[config.mk]
export PLATFORM = sky130hd
export DESIGN_NAME = mac_arbiter
export DESIGN_NICKNAME = d
export VERILOG_FILES = /design/src/rtl/mac_arb_pkg.sv /design/src/rtl/rr_arbiter.sv /design/src/rtl/mac_arbiter.sv
export SDC_FILE = /design/constraint.sdc
export NUM_CORES = 1
export LEC_CHECK = 0
export CORE_AREA = 2 2 183 185
export DETAILED_ROUTE_END_ITERATION = 10
export DIE_AREA = 0 0 185 187
export GPL_ROUTABILITY_DRIVEN = 0
export PLACE_DENSITY_LB_ADDON = 0.1
export SLEW_MARGIN = 20
export SYNTH_ARGS = -nofsm -noshare
export SYNTH_HDL_FRONTEND = slang
export SYNTH_SLANG_ARGS = --single-unit
[constraint.sdc]
create_clock -name clk -period 2.1 [get_ports clk]
set_input_delay 0.21 -clock clk [delete_from_list [all_inputs] [get_ports clk]]
set_output_delay 0.21 -clock clk [all_outputs]
set_load 0.1 [all_outputs]
[src/rtl/mac_arb_pkg.sv]
// mac_arb_pkg: FSM encoding, ID-width helper and default watchdog limit for mac_arbiter
package mac_arb_pkg;
   typedef enum logic [2:0] {IDLE, START, STREAM, WAIT_DONE, RESULT} state_t;
   localparam int WDOG_CYC_DEF = 256;
   function automatic int id_w(input int n);
      return (n > 1) ? $clog2(n) : 1;
   endfunction
endpackage

[src/rtl/rr_arbiter.sv]
// rr_arbiter: combinational round-robin pick, searching upward from the slot after ptr
module rr_arbiter
   import mac_arb_pkg::*;
#(
   parameter int N = 4,
   parameter int IW = id_w(N)
) (
   input  logic [N-1:0]  req,
   input  logic [IW-1:0] ptr,
   output logic [N-1:0]  gnt,
   output logic [IW-1:0] idx
);
   logic [IW-1:0] j;
   // walk from lowest to highest priority so the nearest requester wins last
   always_comb begin
      gnt = '0;
      idx = '0;
      j = '0;
      for (int k = N; k >= 1; k--) begin
         j = IW'((int'(ptr) + k) % N);
         if (req[j]) begin
            gnt = '0;
            gnt[j] = 1'b1;
            idx = j;
         end
      end
   end
endmodule

[src/rtl/mac_arbiter.sv]
// mac_arbiter: round-robin front end sharing one MAC among N_REQ streams and returning its result.
// Define MAC_ARB_WDOG_EN to add the idle-stream watchdog that forces a zero-operand last beat.
module mac_arbiter
   import mac_arb_pkg::*;
#(
   parameter int WIDTH = 32,
   parameter int N_REQ = 4,
   parameter int WDOG_CYC = WDOG_CYC_DEF,
   localparam int IW = id_w(N_REQ)
) (
   input  logic                   clk,
   input  logic                   rst_n,
   input  logic                   auth_done,
   input  logic [N_REQ-1:0]       s_tvalid,
   input  logic [N_REQ-1:0]       s_tlast,
   input  logic [N_REQ*WIDTH-1:0] s_tdata,
   input  logic [N_REQ*WIDTH-1:0] s_weight,
   output logic [N_REQ-1:0]       s_tready,
   output logic                   mac_start,
   output logic                   mac_tlast,
   output logic [WIDTH-1:0]       mac_tdata,
   output logic [WIDTH-1:0]       mac_weight,
   input  logic                   mac_tready,
   input  logic                   mac_done,
   input  logic [2*WIDTH-1:0]     mac_result,
   output logic                   res_valid,
   output logic                   res_err,
   output logic [2*WIDTH-1:0]     res_data,
   output logic [IW-1:0]          res_id,
   input  logic                   res_ready,
   output logic                   busy,
   output logic [IW-1:0]          grant_id
);
   state_t state, state_nx;
   logic [IW-1:0] ptr, rr_idx;
   logic [N_REQ-1:0] rr_gnt;
   logic start_q, vld, fire, grant;
   rr_arbiter #(.N(N_REQ), .IW(IW)) u_rr (.req(s_tvalid), .ptr(ptr), .gnt(rr_gnt), .idx(rr_idx));
   assign vld = s_tvalid[grant_id];
   assign grant = state == IDLE && auth_done && |rr_gnt;
   assign mac_start = start_q;
   assign mac_tlast = state == STREAM && ((vld && s_tlast[grant_id]) || fire);
   assign busy = state != IDLE;
   assign res_valid = state == RESULT;
`ifdef MAC_ARB_WDOG_EN
   localparam int CW = $clog2(WDOG_CYC + 1);
   logic [CW-1:0] wd_cnt;
   logic err_q;
   assign fire = state == STREAM && !vld && wd_cnt == CW'(WDOG_CYC);
   assign res_err = res_valid && err_q;
   always_ff @(posedge clk) begin
      wd_cnt <= (!rst_n || state != STREAM || vld) ? '0 : fire ? wd_cnt : wd_cnt + 1'b1;
      err_q <= (!rst_n || state == IDLE) ? 1'b0 : (fire && mac_tready) ? 1'b1 : err_q;
   end
`else
   logic unused_wdog;
   assign unused_wdog = ^WDOG_CYC;
   assign fire = 1'b0;
   assign res_err = 1'b0;
`endif
   always_comb begin
      state_nx = state;
      unique case (state)
         IDLE:      state_nx = grant ? START : IDLE;
         START:     state_nx = mac_tready ? STREAM : START;
         STREAM:    state_nx = (mac_tlast && mac_tready) ? WAIT_DONE : STREAM;
         WAIT_DONE: state_nx = mac_done ? RESULT : WAIT_DONE;
         RESULT:    state_nx = res_ready ? IDLE : RESULT;
         default:   state_nx = IDLE;
      endcase
   end
   // the MAC accumulates every cycle, so idle stream cycles must present zero operands
   always_comb begin
      s_tready = '0;
      mac_tdata = '0;
      mac_weight = '0;
      if (state == STREAM) begin
         s_tready[grant_id] = mac_tready;
         mac_tdata = vld ? s_tdata[int'(grant_id)*WIDTH +: WIDTH] : '0;
         mac_weight = vld ? s_weight[int'(grant_id)*WIDTH +: WIDTH] : '0;
      end
   end
   always_ff @(posedge clk) begin
      if (!rst_n) begin
         state <= IDLE;
         start_q <= 1'b0;
         grant_id <= '0;
         ptr <= IW'(N_REQ - 1);
         res_data <= '0;
         res_id <= '0;
      end else begin
         state <= state_nx;
         start_q <= grant;
         if (grant) grant_id <= rr_idx;
         if (state == WAIT_DONE && mac_done) begin
            res_data <= mac_result;
            res_id <= grant_id;
         end
         if (state == RESULT && res_ready) ptr <= grant_id;
      end
   end
endmodule

==> results of run 1 <==
==> cells by family after synthesis <==
kind of cell / count (synthesis) / synth area share
buf+inv: 58 / 0.0465
mux: 78 / 0.319
flops: 74 / 0.286
compound gates: 81 / 0.116
fa+ha+maj: 7 / 0.0169
other cells: 1 / 0.000723
simple gates: 240 / 0.216
==> routing by layer <==
metal	wire, µm	GRT usage	part of all wire
met1	11800	0.188	0.39
met2	15300	0.293	0.50
met3	3100	0.0613	0.10
met4	373	0.0351	0.012
met5	0	0	0
==> final cells by class <==
| type | instances | area, µm² |
|---|---|---|
| antenna | 4 | 10.0 |
| inverter | 4 | 15.0 |
| fill | 3350 | 20800 |
| clock inverter | 6 | 48.8 |
| tap | 448 | 561 |
| clock buffer | 10 | 239 |
| multi-input combinational | 407 | 3860 |
| timing repair buffer | 512 | 5800 |
| sequential | 74 | 1490 |
==> worst max-delay path: cells and delay by family (launching register included) <==
family	cells	cell delay, ns
buffers and inverters	4	0.62
multiplexers	1	0.52
flip-flops	1	0.38
AND/OR/NAND/NOR	1	0.18
==> path summary, 6_finish.rpt <==
path / to / depth (start not counted) / slack, ns
worst min-delay path: res_data[36] / 2 / 0.29
worst max-delay path: mac_weight[24] / 6 / -0.16
worst max register to register: mac_start / 8 / 0.11
worst min register to register: res_id[0] / 2 / 0.46
==> cells in the final DEF, fill, tap and decap left out, drive strengths merged, types with 6 or more instances in the layout <==
cell           netlist  routed
a21boi              66      66
and3                66      66
buf                 19     176
clkbuf              35      14
clkdlybuf4s50        0     332
dfxtp               74      74
ha                   7       7
inv                  4       6
mux2i                8       8
mux4                69      69
nand2              148     148
nor2                 7       7
==> flip-flops by register name, summed over array words and instances, names as in the netlist <==
signal / cells
mac_start: 1
res_id: 2
ptr: 2
res_data: 64
state: 3
grant_id: 2
==> through the flow <==
step | TNS, ns | hold WS [ns]
global placement | 0 | 0.450
floorplan | -0.949 | 0.355
CTS | -7.83 | 0.284
global route | -12.57 | 0.292
finish | -8.71 | 0.287
detailed placement | 0 | 0.456
==> power breakdown <==
part           internal, µW  total [µW]  switching, µW
clock network           844        1490            644
logic                  1090        1920            825
registers              1420        1430           15.8
total                  3350        4840           1490
==> what timing repair did <==
| item | 4_1_cts | 5_1_grt |
|---|---|---|
| gates resized for setup | 1 | 19 |
| setup endpoints to repair | 65 | 72 |
| buffers inserted | 3 | 3 |
| pin swaps | 0 | 4 |
| hold buffers | 0 | 0 |
| gates cloned | 0 | 7 |
==> out/qor.txt, run 1 <==
========================================================================================
Status .................................................................... finished, violations left
Violations in the final reports ........................................... negative setup slack
Share of synthesized flip-flops with an asynchronous set or reset .........            0
Worst Hold Class .......................................................... input pin to flip-flop
Hold path start ...........................................................        rst_n
Critical path launch point ................................................  grant_id[0]
TritonCTS Sinks ...........................................................           74
Least setup slack across all paths after layout ...........................    -0.157 ns
Largest net degree at the start of global routing .........................           68
First-pass GRT wire length ................................................     42100 µm
Horizontal extent of the die ..............................................       185 µm
Peak clock frequency supported by timing ..................................      443 MHz
Number of nets with antenna violations after detailed routing .............            0
Number of vias in the routed layout .......................................         6093
Worst clock skew ..........................................................    0.0108 ns
CP most frequent cell ..................................................... sky130_fd_sc_hd__buf_12
Placed instance area ......................................................    11400 µm²
Placed wire-length estimate ...............................................     24100 µm
Reg-to-reg critical path startpoint .......................................       ptr[0]
Cells taking the most area after synthesis ................................ sky130_fd_sc_hd__mux4_2 30%, sky130_fd_sc_hd__dfxtp_1 29%, sky130_fd_sc_hd__nand2_1 11%, sky130_fd_sc_hd__a21boi_0 9.5%, sky130_fd_sc_hd__and3_1 8.0%
Area added between synthesis and finish ...................................         132%
Remaining DRCs ............................................................            0
Overall die area ..........................................................    34600 µm²
Max stage delay on crit path ..............................................      0.52 ns
Vias in the first global route ............................................         6272
IO Port Bufs ..............................................................          473
TritonCTS buffer count ....................................................            9
Overall die height ........................................................       187 µm
Share of final-layout standard cells stronger than drive strength 1 .......        0.354
Final Hold Viols ..........................................................            0
Vias per inst .............................................................         4.16
Sequential-to-total area share from yosys stat ............................        0.286
Clk Tree Root Cell ........................................................ sky130_fd_sc_hd__clkbuf_16
Biggest fanout along the worst timing path ................................            8
Most frequently used cell type in the post-synthesis netlist .............. sky130_fd_sc_hd__nand2_1
Placement-stage worst setup slack .........................................   0.00139 ns
Crit-path slowest cell .................................................... sky130_fd_sc_hd__mux4_2
Crit path time final ......................................................      2.26 ns
Critical Setup Path Class ................................................. flip-flop to primary output
Most frequent cells after synthesis ....................................... 147 x sky130_fd_sc_hd__nand2_1, 74 x sky130_fd_sc_hd__dfxtp_1, 68 x sky130_fd_sc_hd__mux4_2
Pwr Total .................................................................      4840 µW
Kind of end point of the critical path .................................... primary output
Post-synthesis instance area ..............................................     5190 µm²
Fin. max-slew vios ........................................................            0
Drt first pass iters ......................................................            4
CTS clk-pin slew, worst paths .............................................      0.07 ns
Core outline area .........................................................    32900 µm²
Final #Nets ...............................................................         1349
Final Util ................................................................        0.366
Portion of the clock cycle consumed by the worst path in the final layout .         1.07
Final cell area excluding filler cells ....................................    12000 µm²
Crit path DAT .............................................................      2.05 ns
Crit start category .......................................................    flip-flop
Total power density per cell area .........................................   402 nW/µm²
Number of cells produced by synthesis .....................................          539
Static leakage power ......................................................   0.00434 µW
Cells traversed along the worst timing path ............................... buf_12 > mux4_2 > buf_12 > clkbuf_16 > and3_4 > buf_12
Final non-filler cell total ...............................................         1465
Unique cell type count in the Yosys netlist ...............................           40
Initial antenna violation count ...........................................            5
Count of yosys warnings during synthesis ..................................            0
Insertion delay of the later-clocked pin in the worst-skew pair ...........      0.34 ns
Number of enable flip-flop cells after synthesis ..........................            0
H-tree level count ........................................................            3
First DRT Iteration DRCs ..................................................          152
TritonCTS clock tree ......................................................         done
Wire length per cell after detailed routing ...............................      20.8 µm
Rows ......................................................................           67
I/O Pins ..................................................................          475
Initial Util ..............................................................        0.158
Max-cap viol count ........................................................            0
Setup violators final .....................................................           65
Setup repair after global routing missed its margin .......................         true
Max IR drop VDD ...........................................................   0.000282 V
CTS Buffer Depth ..........................................................            2
Synthesized area per cell .................................................     9.63 µm²
Number of flip-flops and latches in the synthesized netlist ...............           74
Synth top area share ......................................................        0.295
Final WL ..................................................................     30500 µm
GR Util All Layers ........................................................        0.165
Req. time, crit path ......................................................      1.89 ns
Global route overflow .....................................................            0
Net count after synthesis .................................................          880
Prevailing post-synth register cell ....................................... sky130_fd_sc_hd__dfxtp_1
Cell count after placement ................................................         1432
Biggest area consumer among synthesized cells ............................. sky130_fd_sc_hd__mux4_2
========================================================================================
(Power assumes the default switching activity.)
==> inputs of run 2 (changes only) <==
- CORE_AREA: 2 2 183 185 -> 2 2 185 187
- DIE_AREA: 0 0 185 187 -> 0 0 187 189
- clock period: 2.1 -> 2.5 ns (I/O delays scaled with it)
==> run 2 against run 1 <==
Against the previous run:
- the run now ends clean
- first-iteration DRC count up 28%
- global-route usage up 1.2 points
- sequential cell count unchanged
- power down 16%
- wire length up 4.2%
- register-to-register slack better by 0.29 ns
- combinational power down 22%
- critical path depth down 1
- worst setup slack better by 0.25 ns
- clock power down 11%
- via count down 0.94%
- sequential power down 15%
- critical path type unchanged
- critical endpoint is now mac_tdata[29]
==> out/qor.txt, run 2 (synthesis gave the netlist of run 1 again) <==
========================================================================================
Overall die height ........................................................       189 µm
Post-cts hold buffer count ................................................            0
Remaining DRCs ............................................................            0
Commonest non-fill, non-tap cell in the layout ............................ sky130_fd_sc_hd__clkdlybuf4s50_1
Total of fill cells in the finished design ................................         3414
Crit-path slowest cell .................................................... sky130_fd_sc_hd__mux4_2
Share of final-layout standard cells stronger than drive strength 1 .......        0.329
Vias per inst .............................................................         4.15
Final non-filler cell total ...............................................         1454
Psw .......................................................................      1200 µW
Post-cts repair resize count ..............................................            0
Status .................................................................... complete, no violations
Setup slack of the most critical reg-to-reg path ..........................      0.40 ns
Global route overflow .....................................................            0
Total power density per cell area .........................................   351 nW/µm²
Kind of end point of the critical path .................................... primary output
CP most frequent cell ..................................................... sky130_fd_sc_hd__buf_12
Combinational share of power ..............................................        0.372
Internal power ............................................................      2850 µW
IO Port Bufs ..............................................................          473
H-tree level count ........................................................            3
Max IR drop VDD ...........................................................   0.000317 V
Setup tns final ...........................................................         0 ns
Portion of total power attributed to the clock network ....................        0.328
Sw Share ..................................................................        0.296
Timing endpoint of the critical path ...................................... mac_tdata[29]
I/O Pins ..................................................................          475
Final Hold Viols ..........................................................            0
Sequential cell area ......................................................     1490 µm²
CTS Buffer Depth ..........................................................            2
Number of setup buffers added after CTS ...................................            2
Final WL ..................................................................     31800 µm
Setup violators final .....................................................            0
Part of the total power dissipated in sequential elements .................        0.301
GR Util All Layers ........................................................        0.177
Critical path launch point ................................................  grant_id[0]
Rows ......................................................................           67
Crit path time final ......................................................      2.41 ns
Depth of the worst register-to-register path ..............................            7
Max stage delay on crit path ..............................................      0.53 ns
Number of vias in the routed layout .......................................         6036
Cells traversed along the worst timing path ............................... buf_4 > mux4_2 > buf_12 > and3_2 > buf_12
TritonCTS clock tree ......................................................         done
Insertion delay of the later-clocked pin in the worst-skew pair ...........      0.33 ns
Peak clock frequency supported by timing ..................................      415 MHz
Crit path DAT .............................................................      2.16 ns
Worst Hold Class .......................................................... input pin to flip-flop
Kind of cell adding the most delay to the critical path ................... buffers and inverters
Cell count after placement ................................................         1430
Bufs and invs on worst path ...............................................            3
Static leakage power ......................................................   0.00434 µW
Largest regs .............................................................. res_data x64, state x3
Largest reg by FF count ...................................................     res_data
Core outline area .........................................................    33300 µm²
Overall die area ..........................................................    35300 µm²
Clk Tree Root Cell ........................................................ sky130_fd_sc_hd__clkbuf_16
Reg-to-Reg End ............................................................  grant_id[0]
TritonCTS buffer count ....................................................            9
Reg-to-reg critical path startpoint .......................................       ptr[0]
Area added between synthesis and finish ...................................         122%
Final #Nets ...............................................................         1336
Largest net degree at the start of global routing .........................           68
First-pass GRT wire length ................................................     46100 µm
Transition time at the pin with the least slew margin .....................     0.755 ns
Initial Util ..............................................................        0.156
TritonCTS Sinks ...........................................................           74
Logic depth of the worst setup path including buffers .....................            5
Req. time, crit path ......................................................      2.25 ns
First DRT Iteration DRCs ..................................................          194
Setup repair after global routing missed its margin .......................        false
Worst clock skew ..........................................................   0.00785 ns
Critical Setup Path Class ................................................. flip-flop to primary output
Vias in the first global route ............................................         6525
Number of nets with antenna violations after detailed routing .............            0
CTS clk-pin slew, worst paths .............................................      0.06 ns
Fin. max-slew vios ........................................................            0
Wire length per cell after detailed routing ...............................      21.9 µm
Crit start category .......................................................    flip-flop
Placed wire-length estimate ...............................................     26300 µm
Initial antenna violation count ...........................................            8
Most frequent cells in the layout ......................................... 332 x sky130_fd_sc_hd__clkdlybuf4s50_1, 147 x sky130_fd_sc_hd__nand2_1, 88 x sky130_fd_sc_hd__buf_4, 78 x sky130_fd_sc_hd__buf_12, 72 x sky130_fd_sc_hd__dfxtp_1
Flip-flop count of the largest register, all copies and words added .......           64
Max-cap viol count ........................................................            0
Portion of the clock cycle consumed by the worst path in the final layout .        0.964
Biggest fanout along the worst timing path ................................           66
Horizontal extent of the die ..............................................       187 µm
Normalized max-slew margin ................................................        0.497
Drt first pass iters ......................................................            4
Area of combinational cells with multiple inputs ..........................     3580 µm²
========================================================================================
run 2: changes by cell type in the layout (fill, tap and decap cells not counted), sizes merged:
cell,before,now
inv,6,4
diode,4,6
clkbuf,14,13
buf,176,167
clkinvlp,1,0
run 2: routing by layer:
metal / track usage / routed length, µm / vias to the layer above
met4: 0.0397 / 462 / 4
met2: 0.301 / 15600 / 271
li1: - / - / 2878
met1: 0.212 / 13000 / 2854
met5: 0 / 25 / -
met3: 0.0651 / 2720 / 29
run 2: layout make-up:
type / instances / area share
well taps: 448 / 0.0487
diodes: 6 / 0.00130
multi-input cells: 407 / 0.311
repair buffers: 499 / 0.482
flip-flops and latches: 74 / 0.129
inverters: 4 / 0.00130
clock inverters: 3 / 0.00163
clock buffers: 13 / 0.0253
run 2: how the worst min path moves through the flow:
| stage | from | to | slack, ns | cells after the start |
|---|---|---|---|---|
| 5_1_grt | rst_n | ptr[1] | 0.46 | 2 |
| 3_5_place_dp | res_data[28] | res_data[28] | 0.46 | 2 |
| 4_1_cts | rst_n | ptr[1] | 0.41 | 2 |
| 6_report | rst_n | ptr[1] | 0.41 | 2 |
| 2_1_floorplan | mac_result[25] | res_data[25] | 0.39 | 2 |
| 3_3_place_gp | res_data[12] | res_data[12] | 0.45 | 2 |
run 2: power groups by stage:
stage | sequential, µW | combinational [µW] | clock, µW
2_1_floorplan | 1300 | 591 | 0
3_3_place_gp | 1250 | 1510 | 0
3_5_place_dp | 1250 | 1500 | 0
4_1_cts | 1220 | 1520 | 1400
5_1_grt | 1220 | 1580 | 1440
6_report | 1220 | 1500 | 1330
run 2: through the flow:
step / utilization / power [µW] / instance area, µm² / setup slack [ns] / hold slack, ns
2_1_floorplan: - / 1900 / 5290 / -0.330 / 0.395
3_3_place_gp: 0.336 / 2760 / 11200 / 0.262 / 0.451
3_5_place_dp: 0.336 / 2750 / 11200 / 0.238 / 0.458
4_1_cts: 0.346 / 4130 / 11500 / 0.0614 / 0.413
5_1_grt: 0.346 / 4240 / 11500 / 0.0279 / 0.455
6_report: 0.346 / 4040 / 11500 / 0.0902 / 0.412
==> inputs of run 3 (changes only) <==
- CORE_AREA: 2 2 185 187 -> 2 2 184 186
- DIE_AREA: 0 0 187 189 -> 0 0 186 188
- SYNTH_HIERARCHICAL: default -> 1
- TNS_END_PERCENT: default -> 1
- clock period: 2.5 -> 2.9 ns (I/O delays scaled with it)
==> run 3 against run 2 <==
Against the previous run:
- sequential share of layout area grew 0.34 points
- count of clock-buffer cells in the layout fell by 3
- via count up 3.7%
- cell count decreased by 0.48%
- sequential power decreased by 14%
- wire length decreased by 2.6%
==> out/qor.txt, run 3 <==
========================================================================================
GR Util All Layers ........................................................        0.173
Core outline area .........................................................    33100 µm²
Commonest non-fill, non-tap cell in the layout ............................ sky130_fd_sc_hd__clkdlybuf4s50_1
Req. time, crit path ......................................................      3.11 ns
Most frequent cells after synthesis ....................................... 139 x sky130_fd_sc_hd__nand2_1, 77 x sky130_fd_sc_hd__a21oi_1, 74 x sky130_fd_sc_hd__dfxtp_1
Area added between synthesis and finish ...................................         117%
Placed wire-length estimate ...............................................     25100 µm
Max stage delay on crit path ..............................................      0.61 ns
Static leakage power ......................................................   0.00421 µW
Setup repair after global routing missed its margin .......................        false
Synth top area share ......................................................        0.301
IO Port Bufs ..............................................................          473
First-pass GRT wire length ................................................     44300 µm
Final #Nets ...............................................................         1332
Crit-path slowest cell .................................................... sky130_fd_sc_hd__or4_1
Largest net degree at the start of global routing .........................           68
Largest regs .............................................................. res_data x64, state x3
Prevailing post-synth register cell ....................................... sky130_fd_sc_hd__dfxtp_1
Fin. max-slew vios ........................................................            0
Total of fill cells in the finished design ................................         3389
TritonCTS Sinks ...........................................................           74
CP most frequent cell ..................................................... sky130_fd_sc_hd__a21oi_1
Rows ......................................................................           67
Drt first pass iters ......................................................            5
Placement-stage worst setup slack .........................................    0.0445 ns
Remaining DRCs ............................................................            0
Count of yosys warnings during synthesis ..................................            6
Status .................................................................... complete, no violations
Vias in the first global route ............................................         6413
Crit start category .......................................................    flip-flop
Final cell area excluding filler cells ....................................    11200 µm²
TritonCTS clock tree ......................................................         done
Final WL ..................................................................     31000 µm
Bufs and invs on worst path ...............................................            1
Initial antenna violation count ...........................................            7
Critical Setup Path Class ................................................. flip-flop to flip-flop
Setup violators final .....................................................            0
CTS Buffer Depth ..........................................................            2
Synthesized area per cell .................................................     9.41 µm²
Crit path DAT .............................................................      2.97 ns
Flip-flop count of the largest register, all copies and words added .......           64
Peak clock frequency supported by timing ..................................      363 MHz
Final Hold Viols ..........................................................            0
Transition time at the pin with the least slew margin .....................     0.673 ns
Largest reg by FF count ...................................................     res_data
Global route overflow .....................................................            0
Net count after synthesis .................................................          889
First DRT Iteration DRCs ..................................................          209
Share of final-layout standard cells stronger than drive strength 1 .......        0.254
Max IR drop VDD ...........................................................   0.000266 V
Max-cap viol count ........................................................            0
Kind of end point of the critical path ....................................    flip-flop
Total power density per cell area .........................................   304 nW/µm²
Post-synthesis instance area ..............................................     5160 µm²
I/O Pins ..................................................................          475
Number of vias in the routed layout .......................................         6257
Cells taking the most area after synthesis ................................ sky130_fd_sc_hd__mux4_2 30%, sky130_fd_sc_hd__dfxtp_1 29%, sky130_fd_sc_hd__nand2_1 10%, sky130_fd_sc_hd__and3_1 7.9%, sky130_fd_sc_hd__a21oi_1 7.5%
Normalized max-slew margin ................................................        0.545
Placed instance area ......................................................    10900 µm²
Worst clock skew ..........................................................    0.0106 ns
Number of enable flip-flop cells after synthesis ..........................            0
Unique cell type count in the Yosys netlist ...............................           40
Least setup slack across all paths after layout ...........................     0.142 ns
H-tree level count ........................................................            3
Horizontal extent of the die ..............................................       186 µm
Most frequently used cell type in the post-synthesis netlist .............. sky130_fd_sc_hd__nand2_1
Initial Util ..............................................................        0.156
Overall die height ........................................................       188 µm
Sequential-to-total area share from yosys stat ............................        0.287
CTS clk-pin slew, worst paths .............................................      0.06 ns
Crit path time final ......................................................      2.76 ns
Number of flip-flops and latches in the synthesized netlist ...............           74
Worst Hold Class .......................................................... flip-flop to flip-flop
Overall die area ..........................................................    35000 µm²
Cells traversed along the worst timing path ............................... inv_1 > ha_1 > mux4_2 > nor2b_4 > a221oi_1 > a21oi_1 > or4_1 > a32oi_1 > a21oi_1
Most frequent cells in the layout ......................................... 333 x sky130_fd_sc_hd__clkdlybuf4s50_1, 139 x sky130_fd_sc_hd__nand2_1, 78 x sky130_fd_sc_hd__buf_4, 77 x sky130_fd_sc_hd__a21oi_1, 77 x sky130_fd_sc_hd__buf_12
Clk Tree Root Cell ........................................................ sky130_fd_sc_hd__clkbuf_16
Insertion delay of the later-clocked pin in the worst-skew pair ...........      0.34 ns
TritonCTS buffer count ....................................................            9
Biggest fanout along the worst timing path ................................            6
Number of nets with antenna violations after detailed routing .............            0
Kind of cell adding the most delay to the critical path ................... simple AND/OR/NAND/NOR gates
Share of synthesized flip-flops with an asynchronous set or reset .........            0
Biggest area consumer among synthesized cells ............................. sky130_fd_sc_hd__mux4_2
Wire length per cell after detailed routing ...............................      21.4 µm
Portion of the clock cycle consumed by the worst path in the final layout .        0.951
Number of cells produced by synthesis .....................................          549
Pwr Total .................................................................      3420 µW
Vias per inst .............................................................         4.32
========================================================================================
-- run 3: cell types whose count changed after synthesis, sizes merged, moves of 6 or more --
cell | before | now
nand2 | 148 | 139
a21boi | 66 | 0
nand3 | 1 | 7
clkbuf | 35 | 26
buf | 19 | 30
a21oi | 3 | 77
-- run 3: cells by family (layout without fill, tap and decap cells) --
| kind of cell | Yosys count | count (layout) | share of synthesized area |
|---|---|---|---|
| fa+ha+maj | 6 | 6 | 0.0145 |
| other cells | 1 | 4 | 0.000726 |
| mux | 78 | 78 | 0.319 |
| buf+inv | 60 | 507 | 0.0610 |
| simple gates | 241 | 241 | 0.226 |
| compound gates | 89 | 89 | 0.0918 |
| flops | 74 | 74 | 0.287 |
-- run 3: path summary, 6_finish.rpt --
| check | from | end | slack (ns) | depth (start not counted) |
|---|---|---|---|---|
| setup / recovery | ptr[1] | state[0] | 0.14 | 9 |
| hold / removal | res_data[60] | res_data[60] | 0.45 | 2 |
| setup reg to reg | ptr[1] | state[0] | 0.14 | 9 |
| hold reg to reg | res_data[60] | res_data[60] | 0.45 | 2 |
-- run 3: cell type report --
type / instances / area [µm²] / area share
Tap cell: 448 / 561 / 0.0500
Sequential cell: 74 / 1490 / 0.133
Clock buffer: 10 / 239 / 0.0213
Clock inverter: 5 / 53.8 / 0.00479
Timing Repair Buffer: 488 / 5460 / 0.487
Multi-Input combinational cell: 415 / 3400 / 0.303
Antenna cell: 3 / 7.51 / 0.000669
Inverter: 4 / 15.0 / 0.00134
-- run 3: worst register-to-register path: cells and delay by family, from the launching register on --
kind	cells	cell delay [ns]
flip-flops	1	0.33
adder cells (fa/ha/maj)	1	0.42
AO/OA/AOI/OAI	4	0.68
multiplexers	1	0.32
buffers and inverters	1	0.12
AND/OR/NAND/NOR	2	0.76
-- run 3: repair_timing --
action,4_1_cts,5_1_grt
gates resized for setup,0,1
setup endpoints to repair,0,1
hold buffers,0,0
setup buffers,0,0
-- run 3: metal layers --
metal,vias to the layer above,global-route usage,part of all wire
met3,15,0.0546,0.093
met1,3057,0.209,0.40
met2,282,0.298,0.50
met4,2,0.0366,0.0082
li1,2901,-,-
met5,-,0,0.00058
-- run 3: power breakdown --
part,switching (µW),internal (µW),leakage (µW)
logic,537,693,0.00346
registers,26.8,1030,0.000598
clock network,448,684,0.000149
total,1010,2400,0.00421
-- run 3: stage by stage --
step | hold WS, ns | instances | utilization | setup TNS [ns]
floorplan | 0.352 | 549 | - | -1.88
global placement | 0.442 | 1429 | 0.330 | 0
detailed placement | 0.447 | 1429 | 0.330 | 0
CTS | 0.456 | 1444 | 0.338 | 0
global route | 0.473 | 1447 | 0.339 | 0
finish | 0.454 | 1447 | 0.339 | 0
